===== config.mk =====
export PLATFORM = sky130hd
export DESIGN_NAME = pa_sequencer
export DESIGN_NICKNAME = d
export VERILOG_FILES = /design/src/rtl/pa_pkg.sv /design/src/rtl/pa_parity.sv /design/src/rtl/pa_sequencer.sv
export SDC_FILE = /design/constraint.sdc
export NUM_CORES = 1
export LEC_CHECK = 0
export ABC_CLOCK_PERIOD_IN_PS = 2300
export CAP_MARGIN = 20
export CORE_AREA = 3 3 275 277
export CTS_CLUSTER_SIZE = 40
export DETAILED_ROUTE_END_ITERATION = 8
export DIE_AREA = 0 0 278 280
export GPL_TIMING_DRIVEN = 0
export PLACE_DENSITY = 0.43
export SETUP_SLACK_MARGIN = 0.02
export SLEW_MARGIN = 10
export SYNTH_ARGS = -nofsm -noshare
export SYNTH_HDL_FRONTEND = slang
export SYNTH_SLANG_ARGS = --single-unit

===== constraint.sdc =====
create_clock -name clk -period 2.3 [get_ports clk]
set_input_delay 0.345 -clock clk [delete_from_list [all_inputs] [get_ports clk]]
set_output_delay 0.345 -clock clk [all_outputs]
set_load 0.01 [all_outputs]

===== src/rtl/pa_pkg.sv =====
// Shared types and sizing for the privacy-amplification sequencer.
// Widths, FSM encoding and round-counter width live here.
package pa_pkg;

  localparam int N     = 128;
  localparam int M_MAX = 64;
  localparam int CNT_W = $clog2(M_MAX + 1);

  typedef enum logic [2:0] {
    S_IDLE,
    S_LOAD,
    S_RUN,
    S_DRAIN,
    S_DONE
  } state_e;

endpackage


===== src/rtl/pa_parity.sv =====
// XOR reduction of the AND-stage result.
// Purely combinational; one parity bit per capture.
module pa_parity #(
  parameter int N = pa_pkg::N
) (
  input  logic [N-1:0] data_i,
  output logic         par_o
);

  // Fold all bits into one parity bit.
  assign par_o = ^data_i;

endmodule


===== src/rtl/pa_sequencer.sv =====
// Run controller for the CA/AND privacy-amplification datapath.
// Loads the CA, steps it L times, and shifts one parity bit per step.
module pa_sequencer
  import pa_pkg::*;
#(
  parameter int N     = pa_pkg::N,
  parameter int M_MAX = pa_pkg::M_MAX
) (
  input  logic             clk,
  input  logic             rst_n,
  input  logic             start,
  input  logic [N-1:0]     key_in,
  input  logic [N-1:0]     seed_in,
  input  logic [6:0]       out_len,
  input  logic             abort,
  output logic [N-1:0]     xsmy,
  output logic [N-1:0]     ca_seed,
  output logic             ca_load,
  output logic             ca_step,
  output logic             ca_en,
  input  logic [N-1:0]     caout,
  output logic [M_MAX-1:0] hash_out,
  output logic             busy,
  output logic             done,
  output logic             err
);

  localparam int CW = $clog2(M_MAX + 1);

  state_e          state_q;
  logic [CW-1:0]   cnt_q;
  logic [N-1:0]    key_q;
  logic [N-1:0]    seed_q;
  logic [M_MAX-1:0] hash_q;
  logic            ca_load_q;
  logic            ca_step_q;
  logic            ca_en_q;
  logic            cap_vld_q;
  logic            done_q;
  logic            err_q;
  logic            par;
  logic            len_ok;

  pa_parity #(
    .N(N)
  ) u_parity (
    .data_i(caout),
    .par_o (par)
  );

  assign len_ok = (out_len != 7'd0) &&
                  (int'(out_len) <= M_MAX);

  // FSM, round counter, strobes and result shifter.
  always_ff @(posedge clk or negedge rst_n) begin
    if (!rst_n) begin
      state_q   <= S_IDLE;
      cnt_q     <= '0;
      key_q     <= '0;
      seed_q    <= '0;
      hash_q    <= '0;
      ca_load_q <= 1'b0;
      ca_step_q <= 1'b0;
      ca_en_q   <= 1'b0;
      cap_vld_q <= 1'b0;
      done_q    <= 1'b0;
      err_q     <= 1'b0;
    end else begin
      ca_load_q <= 1'b0;
      ca_step_q <= 1'b0;
      ca_en_q   <= 1'b0;
      done_q    <= 1'b0;
      err_q     <= 1'b0;
      cap_vld_q <= ca_en_q;
      if (cap_vld_q) begin
        hash_q <= {hash_q[M_MAX-2:0], par};
      end
      if (abort && (state_q != S_IDLE)) begin
        state_q   <= S_IDLE;
        cnt_q     <= '0;
        cap_vld_q <= 1'b0;
        hash_q    <= '0;
      end else begin
        unique case (state_q)
          S_IDLE: begin
            if (start && !abort) begin
              if (len_ok) begin
                key_q     <= key_in;
                seed_q    <= seed_in;
                cnt_q     <= CW'(out_len);
                hash_q    <= '0;
                ca_load_q <= 1'b1;
                state_q   <= S_LOAD;
              end else begin
                err_q <= 1'b1;
              end
            end
          end
          S_LOAD: begin
            ca_en_q   <= 1'b1;
            ca_step_q <= 1'b1;
            state_q   <= S_RUN;
          end
          S_RUN: begin
            if (cnt_q == CW'(1)) begin
              cnt_q   <= '0;
              state_q <= S_DRAIN;
            end else begin
              cnt_q     <= cnt_q - CW'(1);
              ca_en_q   <= 1'b1;
              ca_step_q <= 1'b1;
            end
          end
          S_DRAIN: begin
            done_q  <= 1'b1;
            state_q <= S_DONE;
          end
          S_DONE: begin
            state_q <= S_IDLE;
          end
          default: begin
            state_q <= S_IDLE;
          end
        endcase
      end
    end
  end

  assign xsmy     = key_q;
  assign ca_seed  = seed_q;
  assign ca_load  = ca_load_q;
  assign ca_step  = ca_step_q;
  assign ca_en    = ca_en_q;
  assign hash_out = hash_q;
  assign busy     = (state_q != S_IDLE);
  assign done     = done_q;
  assign err      = err_q;

endmodule


==> results.md <==
* Remaining antenna violation count at 0
* Final WL at 57200 um
* Post-synthesis sequential area ratio at 55.3%
* CTS tree: done
* Endpoint type of the worst setup path: flop
* Endpoints failing setup at 0
* Hold depth at 3
* Avg Inst Size Synth at 15.7 um2
* First-pass GRT wire length at 82200 um
* RR Startpoint: state_q[1]
* #FFs+latches synth at 335
* Leakage at 10.4 nW
* Post-Synth XOR/XNOR Area at 7.50%
* Core area at 0.0731 mm2
* Routed vias at 10600
* Fin crit share at 96.1%
* Critical Path AT at 2640 ps
* Pins Over Slew Limit at 0
* Worst reg2reg endpoint: ca_seed[119]
* Status: finished clean
* Simple-gate share of the synthesized area at 3.13%
* Port buffer count at 720
* Worst hold start: out_len[0]
* Hold Path End: cnt_q[0]
* Hold WS at 238 ps
* Rows at 99
* Fin area at 0.0253 mm2
* Layout Nets at 2142
* DR WL/cell at 20.9 um
* CTS Sinks at 335
* Adder-cell share of the synthesized area at 0.165%
* # DRC at 0
* Tmin final at 2210 ps
* Mapped Nets at 1364
* Final hold violations at 0
* Layout cells sized above 1 at 21.4%
* Mux share of post-synthesis cell area at 28.8%
* Layout area overhead at 66.7%
* Max-Cap Viols at 0
* Reg clk slew, reported paths at 60 ps
* CTS Buf Count at 45
* Die footprint at 0.0778 mm2
* Clock latency on the worst-skew pair at 570 ps
* Reg2Reg Depth at 8
* Worst Max-Slew Pin Slew at 761 ps
* Overall die width at 278 um
* Clock Tree Buf Depth at 3
* CTS Root Cell: clkbuf_16
* DRT iter0 DRCs at 333
* Critical path fanouts, max at 6
* Power Density at 1210 mW/mm2
* Setup Skew at 29.9 ps
* Largest net degree at the start of global routing at 101
* Via-per-instance ratio at 3.85
* Worst hold path class: primary input to flop
* RSZ-0062 raised after global routing: no
* VDD IR-drop max at 569 uV
* All-Layer GR Usage at 14.3%
* Synth cell types at 36
* Synth Area in Compound Gates at 0.940%
* Post-DP Area at 0.0237 mm2
* Top Ports at 721
* Crit Path Class: primary input to flop
* Synthesized netlist cell count at 967
* Synth warn at 0
* Initial antenna violation count at 16
* Fmax at 453 MHz
* Die Y at 280 um
* H-tree depth at 2
* Starting Density at 20.8%
* FF-to-FF setup slack at 260 ps
* Critical path required time at 2730 ps
* Slew HR at 49.3%
* Largest family of logic cells by synthesized area: multiplexers
* Drt pass-1 iters at 4
* CP startpoint kind: primary input
* Grt ovf at 0
* Mapped Area at 0.0152 mm2
* Hpwl dp at 44800 um
* Gp weighted congestion at 0.792
* Vias in the first global route at 11600
## metal layers
layer  GRT usage [%]  routed length [um]  vias to the layer above
li1                -                   -                     4877
met1            15.3               20600                     5180
met2            25.8               30400                      381
met3            5.23                4440                       97
met4            5.17                1680                       16
met5               0                 103                        -
## final cells by class
class / instances / area [um2]
fillers: 7190 / 47800
flip-flops and latches: 335 / 8380
repair buffers: 731 / 7440
multi-input cells: 583 / 6200
clock buffers: 61 / 1240
well taps: 959 / 1200
plain buffers: 46 / 652
clock inverters: 17 / 139
diodes: 9 / 22.5
inverters: 3 / 11.3
## cell usage after synthesis
cell | number | area share [%]
o21a_1 | 2 | 0.099
o22ai_2 | 1 | 0.082
nor4_1 | 1 | 0.041
ha_1 | 2 | 0.16
mux2i_1 | 63 | 4.2
mux2_4 | 229 | 23
a21o_1 | 1 | 0.049
nor4b_1 | 1 | 0.058
xor2_1 | 17 | 0.98
or4_1 | 1 | 0.049
inv_1 | 3 | 0.074
and3b_1 | 1 | 0.058
a21oi_1 | 4 | 0.13
xnor2_1 | 113 | 6.5
nor3_2 | 1 | 0.066
buf_4 | 2 | 0.099
or3_1 | 1 | 0.041
dfrtp_1 | 335 | 55
o21ai_0 | 13 | 0.43
and4b_1 | 1 | 0.066
buf_6 | 11 | 0.82
nand4b_1 | 1 | 0.058
nor3_1 | 10 | 0.33
mux2_2 | 27 | 2.0
nor2b_4 | 1 | 0.091
a211oi_1 | 1 | 0.049
buf_12 | 22 | 2.9
buf_2 | 2 | 0.066
clkbuf_1 | 9 | 0.22
a22oi_1 | 2 | 0.099
and2_1 | 1 | 0.041
nand2b_1 | 2 | 0.082
nor2_1 | 71 | 1.8
nor2b_1 | 1 | 0.041
nand3_1 | 1 | 0.033
nand2_1 | 13 | 0.32
## how the worst max path moves through the flow
stage                    start      endpoint  depth (start not counted)
CTS                 out_len[3]      xsmy[15]                          9
detailed placement  caout[117]   hash_out[0]                          9
finish              out_len[3]  ca_seed[119]                         10
floorplan           out_len[3]  ca_seed[100]                          8
global placement         rst_n      xsmy[73]                          1
global route        state_q[0]          busy                          3
## timing repair
action | in CTS | in global routing
pin swaps | 3 | 2
endpoints found under the hold margin | 75 | 0
gates cloned | 2 | 0
resized for setup | 13 | 7
buffers inserted | 3 | 2
hold buffers | 1 | 0
endpoints found under the setup margin | 309 | 115
## through the flow
| step | instances | total power, mW | TNS (ps) | utilization, % | worst slack, ps |
|---|---|---|---|---|---|
| floorplan | 967 | 16.2 | 0 | - | 108 |
| global placement | 2646 | 23.8 | -5352270 | 32.3 | -15420 |
| detailed placement | 2649 | 23.8 | -217340 | 32.4 | -850 |
| CTS | 2733 | 31.1 | 0 | 34.5 | 21.1 |
| global route | 2742 | 32.2 | 0 | 34.6 | 14.5 |
| finish | 2744 | 30.6 | 0 | 34.6 | 90.2 |
## report_power, final
part	switching [mW]	internal [mW]	total [mW]
Clock	2.80	3.88	6.68
Sequential	1.47	8.30	9.78
Combinational	5.43	8.70	14.1
Total	9.71	20.9	30.6
## cells by family (layout without fill, tap and decap cells)
logic type               after synthesis  count (layout)
AO/OA/AOI/OAI                         24              24
flip-flops                           335             335
adder cells (fa/ha/maj)                2               2
XOR/XNOR                             130             130
buffers and inverters                 49             858
other                                  0               9
multiplexers                         319             319
AND/OR/NAND/NOR                      108             108
## sequential cells by signal, indices dropped and copies added, names as in the netlist
signal and cells:
hash_out 64, xsmy 128, err 1, ca_seed 128
cnt_q 7, cap_vld_q 1, ca_load 1, ca_en 1
state_q 3, done 1
## placed cells by master (no fill, tap or decap), drive strengths merged, types with 13 or more instances in the layout
cell	n
nand2	13
nor2	71
mux2	256
clkdlybuf4s50	715
clkbuf	72
mux2i	63
dfrtp	335
xor2	17
xnor2	113
o21ai	13
buf	46
## worst max-delay path: stages
cell             delay (ps)
clkdlybuf4s50_1         440
or4_4                   440
nor3_4                  150
xnor2_2                 160
nor2b_4                 210
buf_12                  160
buf_16                  160
buf_12                  110
buf_16                  130
mux2_4                  300
Power figures use the tool's default switching activity.
